<file path="config.mk">
export PLATFORM = sky130hd
export DESIGN_NAME = dmac_multi_ch_ctrl
export DESIGN_NICKNAME = d
export VERILOG_FILES = /design/src/rtl/dmac_multi_ch_ctrl.sv
export SDC_FILE = /design/constraint.sdc
export NUM_CORES = 1
export LEC_CHECK = 0
export CORE_MARGIN = 2
export CORE_UTILIZATION = 38
export DETAILED_ROUTE_END_ITERATION = 12
export GPL_TIMING_DRIVEN = 0
export PLACE_DENSITY = 0.76
export SLEW_MARGIN = 20
export SYNTH_ARGS = -nofsm -noshare
export SYNTH_HDL_FRONTEND = slang
export SYNTH_SLANG_ARGS = --single-unit
</file>
<file path="constraint.sdc">
create_clock -name clk -period 1.5 [get_ports clk]
set_clock_uncertainty 0.15 [all_clocks]
set_input_delay 0.45 -clock clk [delete_from_list [all_inputs] [get_ports clk]]
set_output_delay 0.45 -clock clk [all_outputs]
set_load 0.02 [all_outputs]
</file>
<file path="src/rtl/dmac_multi_ch_ctrl.sv">
// N-channel DMAC main controller: arbitrates peripheral requests, runs the bus
// request/grant handshake and keeps sticky per-channel completion status.
module dmac_multi_ch_ctrl #(
    parameter int unsigned NUM_CH   = 4,
    parameter int unsigned ARB_MODE = 0,
    parameter int unsigned CH_W     = $clog2(NUM_CH)
) (
    input  logic              clk,
    input  logic              rst,
    input  logic [NUM_CH-1:0] DmacReq,
    input  logic              Bus_Grant,
    input  logic              C_config,
    input  logic              ch_done,
    input  logic [NUM_CH-1:0] irq_clr,
    output logic              Bus_Req,
    output logic              hold,
    output logic [NUM_CH-1:0] Channel_en,
    output logic [CH_W-1:0]   con_sel,
    output logic              con_en,
    output logic [NUM_CH-1:0] ReqAck,
    output logic              Interrupt,
    output logic [NUM_CH-1:0] irq_status
);

    typedef enum logic [1:0] {StIdle, StReq, StXfer} state_e;

    state_e            state_q, state_d;
    logic [CH_W-1:0]   sel_q, sel_d;
    logic [CH_W-1:0]   rr_ptr_q, rr_ptr_d;
    logic [CH_W-1:0]   win_idx, sel_inc;
    logic [CH_W:0]     rr_sum;
    logic              win_found;
    logic              acked_q, acked_d;
    logic              interrupt_q, interrupt_d;
    logic              done_evt;
    logic [NUM_CH-1:0] elig, sel_onehot;
    logic [NUM_CH-1:0] req_ack_q, req_ack_d;
    logic [NUM_CH-1:0] status_q, status_d;

    assign elig       = DmacReq & ~status_q;
    assign sel_onehot = NUM_CH'(1) << sel_q;
    assign sel_inc    = (sel_q == CH_W'(NUM_CH - 1)) ? '0 : sel_q + CH_W'(1);

    always_comb begin
        win_found = 1'b0;
        win_idx   = '0;
        rr_sum    = '0;
        if (ARB_MODE == 0) begin
            for (int unsigned i = 0; i < NUM_CH; i++) begin
                if (elig[i]) begin
                    win_found = 1'b1;
                    win_idx   = CH_W'(i);
                end
            end
        end else begin
            // Ascending search from rr_ptr, wrapping modulo NUM_CH
            for (int unsigned i = 0; i < NUM_CH; i++) begin
                rr_sum = {1'b0, rr_ptr_q} + (CH_W+1)'(i);
                if (rr_sum >= (CH_W+1)'(NUM_CH)) begin
                    rr_sum = rr_sum - (CH_W+1)'(NUM_CH);
                end
                if (!win_found && elig[rr_sum[CH_W-1:0]]) begin
                    win_found = 1'b1;
                    win_idx   = rr_sum[CH_W-1:0];
                end
            end
        end
    end

    always_comb begin
        state_d     = state_q;
        sel_d       = sel_q;
        rr_ptr_d    = rr_ptr_q;
        acked_d     = acked_q;
        req_ack_d   = '0;
        interrupt_d = 1'b0;
        done_evt    = 1'b0;
        unique case (state_q)
            StIdle: begin
                if (win_found) begin
                    sel_d   = win_idx;
                    acked_d = 1'b0;
                    state_d = StReq;
                end
            end
            StReq: begin
                if (Bus_Grant && C_config) begin
                    state_d = StXfer;
                    // Acknowledge only on the first entry, not after a grant loss
                    if (!acked_q) begin
                        req_ack_d = sel_onehot;
                        acked_d   = 1'b1;
                    end
                end
            end
            StXfer: begin
                if (ch_done) begin
                    done_evt    = 1'b1;
                    interrupt_d = 1'b1;
                    rr_ptr_d    = sel_inc;
                    state_d     = StIdle;
                end else if (!Bus_Grant) begin
                    state_d = StReq;
                end
            end
            default: state_d = StIdle;
        endcase
    end

    assign status_d = (status_q & ~irq_clr) | (done_evt ? sel_onehot : '0);

    always_ff @(posedge clk or negedge rst) begin
        if (!rst) begin
            state_q     <= StIdle;
            sel_q       <= '0;
            rr_ptr_q    <= '0;
            acked_q     <= 1'b0;
            req_ack_q   <= '0;
            interrupt_q <= 1'b0;
            status_q    <= '0;
        end else begin
            state_q     <= state_d;
            sel_q       <= sel_d;
            rr_ptr_q    <= rr_ptr_d;
            acked_q     <= acked_d;
            req_ack_q   <= req_ack_d;
            interrupt_q <= interrupt_d;
            status_q    <= status_d;
        end
    end

    assign Bus_Req    = (state_q != StIdle);
    assign hold       = (state_q != StIdle);
    assign Channel_en = (state_q == StXfer) ? sel_onehot : '0;
    assign con_en     = (state_q == StXfer);
    assign con_sel    = sel_q;
    assign ReqAck     = req_ack_q;
    assign Interrupt  = interrupt_q;
    assign irq_status = status_q;

endmodule

</file>
==> run_results.csv <==
group,metric,value,unit
sta,period_minus_slack,1.81,ns
power,netSwitchingPower,689,uW
placement,hpwl,1160,um
sta,setup_viol,9,
detailed_routing,drt_wl_total,1920,um
sta,final_max_slew_viol_count,0,
setup_path,cpLargestDelayFamily,"flip-flops",
detailed_routing,num_vias,673,
detailed_routing,wl_per_cell,15.0,um
power,power_density,1640,nW/um^2
placement,gp_congestion,0.779,
final_layout,antenna_cells,0,
final_layout,design_area,1120,sq um
setup_path,required,0.90,ns
setup_path,cp-start-kind,"register",
placement,placed_area,958,sq um
setup_path,critPathBufInv,2,
setup_path,path_max_fanout,4,
final_layout,nets,126,
power,combinationalPowerShare,55.6,%
cts,cts_made_buffers,3,
status,status,"finished, violations left",
synth,ys_types,20,
setup_path,worstSetupPathType,"register to output port",
sta,tightest_slew,0.621,ns
detailed_routing,drt_iter0_drc,12,
final_layout,area_growth,78.8,%
sta,tns,-1.98,ns
placement,dp_cells,109,
cts,cts_max_path_buffers,2,
global_route,grt_pass1_wl,3220,um
run,cap_violations,0,
setup_path,end_kind,"output port",
floorplanning,dieArea,1990,sq um
sta,rsz0062_at_grt,"yes",
detailed_routing,drcViolationCount,0,
synth,ys_seq_area_share,56.0,%
final_layout,post-route-util,73.4,%
setup_path,crit_chain,"buf_4 > nor3_4 > buf_6",
floorplanning,initial_utilization,41.1,%
floorplanning,fp.dieW,44.6,um
power,leakage,0.000566,uW
final_layout,drive_gt1_share,48.2,%
sta,hold_viol,0,
worst_hold_path,worstHoldPathType,"register to register",
detailed_routing,post_drt_via_cell_ratio,5.26,
detailed_routing,antenna_left,0,
cts,clock_latency,0.28,ns
synth,netlist_area,626,sq um
setup_path,worst_path_largest_cell_delay,0.45,ns
floorplanning,rows,14,
global_route,gr-total-overflow,0,
global_route,grt_pass1_vias,671,
power,p_sw_share,37.5,%
synth,yosys_warnings,0,
sta,layout_worst_path_cycle_share,121,%
global_route,grt_antenna_before_repair,0,
synth,synthCells,63,
sta,final.setup.worst_slack,-0.310,ns
global_route,track_usage,22.7,%
power,totalPowerFinal,1840,uW
power,p_int,1150,uW
global_route,grt_max_degree,15,
detailed_routing,dr.pass1.iters,4,
floorplanning,ioPinCount,31,
final_layout,final_common_cell,"buf_6",
floorplanning,fp.coreArea,1520,sq um
cts,ctsHtreeMaxLevel,1,
cts,root_buffer,"clkbuf_4",
cts,clkTransAtPathRegs,0.09,ns
power,pwr-share-clk,15.1,%
power,pwr-share-seq,29.4,%
synth,ys_ff_latch,14,
placement,port_buffers,30,
power,irDropWorstVdd,0.000974,V
synth,syn-num-nets,76,
cts,tritoncts,"done",
floorplanning,die_y,44.6,um
sta,fmax,0.552,GHz
final_layout,stdcell_count,128,
synth,syn_avg_cell_area,9.93,sq um
setup_path,crit_arrival,1.21,ns
cts,cts.sinks,14,
status,failed_checks,"setup timing",
setup_path,crit_path_top_delay_cell,"dfrtp_2",
sta,relSlewSlack,58.5,%
final_layout,num-fill-cells,111,
final_layout,mostFrequentLayoutCells,"buf_6 (13), buf_4 (12), dfrtp_1 (10), clkdlybuf4s50_1 (10), buf_2 (9)",
[synthesized netlist by cell type, drive strengths merged]
library cell | n | area (sq um)
nand2b | 5 | 31.3
a41oi | 1 | 8.76
inv | 10 | 37.5
buf | 1 | 7.51
nand2 | 5 | 18.8
o21bai | 1 | 7.51
a21oi | 4 | 20.0
nor2 | 7 | 26.3
nand4 | 1 | 6.26
o2bb2ai | 2 | 17.5
a32o | 1 | 10.0
a221o | 1 | 10.0
o22ai | 3 | 18.8
and2 | 1 | 6.26
nor3 | 3 | 20.0
nor2b | 1 | 8.76
o32ai | 1 | 8.76
dfrtp | 14 | 350
or3b | 1 | 11.3
[timing repair]
| item | 4_1_cts | 5_1_grt |
|---|---|---|
| pin swaps | 1 | 0 |
| setup buffers | 11 | 5 |
| setup endpoints to repair | 21 | 16 |
| hold buffers | 0 | 0 |
| gates resized for setup | 99 | 9 |
[power by group through the flow]
stage / sequential [uW] / clock [uW] / combinational (uW)
finish: 540 / 277 / 1020
global route: 549 / 305 / 1090
CTS: 529 / 277 / 924
detailed placement: 550 / 0 / 636
global placement: 547 / 0 / 625
floorplan: 592 / 0 / 315
[routing by layer]
layer / vias to the layer above / share of wire, % / GRT usage [%]
met5: - / 0 / 0
met4: 0 / 1.7 / 10.9
met3: 4 / 7.0 / 2.04
met2: 30 / 51 / 39.1
met1: 324 / 40 / 28.2
li1: 315 / - / -
[worst register-to-register path: cells and delay by family (launching register included)]
family,cells,cell delay (ns)
buf+inv,1,0.15
simple gates,3,0.68
flops,1,0.44
[registers in the layout, indices dropped and copies added (netlist names)]
| signal | count |
|---|---|
| ReqAck | 4 |
| state_q | 2 |
| Interrupt | 1 |
| con_sel | 2 |
| irq_status | 4 |
| acked_q | 1 |
[metrics by stage]
stage	worst slack, ns	hold WS [ns]
6_report	-0.310	0.391
5_1_grt	-0.354	0.421
4_1_cts	-0.317	0.394
3_5_place_dp	-0.620	0.384
3_3_place_gp	-0.580	0.369
2_1_floorplan	-0.0465	0.00441
[worst paths after layout]
path | from | depth (start not counted) | endpoint | slack, ns
hold reg to reg | irq_status[0] | 2 | irq_status[0] | 0.39
setup reg to reg | state_q[1] | 4 | ReqAck[0] | 0.01
setup / recovery | con_sel[1] | 3 | Channel_en[0] | -0.31
hold / removal | irq_status[0] | 2 | irq_status[0] | 0.39
min in group asynchronous | rst | 1 | irq_status[3] | 0.40
max in group asynchronous | rst | 1 | state_q[0] | 0.37
[cell families (layout without fill, tap and decap cells)]
group,after synthesis,after routing,synth area share [%]
buffers and inverters,11,60,7.20
AO/OA/AOI/OAI,14,14,16.2
flip-flops,14,14,56.0
AND/OR/NAND/NOR,24,24,20.6
[area by class of cell]
cell class | count | area [sq um] | area share, %
Buffer | 1 | 11.3 | 1.01
Timing Repair Buffer | 45 | 392 | 35.0
Clock buffer | 4 | 36.3 | 3.24
Inverter | 10 | 37.5 | 3.36
Tap cell | 16 | 20.0 | 1.79
Multi-Input combinational cell | 38 | 267 | 23.8
Sequential cell | 14 | 355 | 31.8
(Power assumes the default switching activity.)
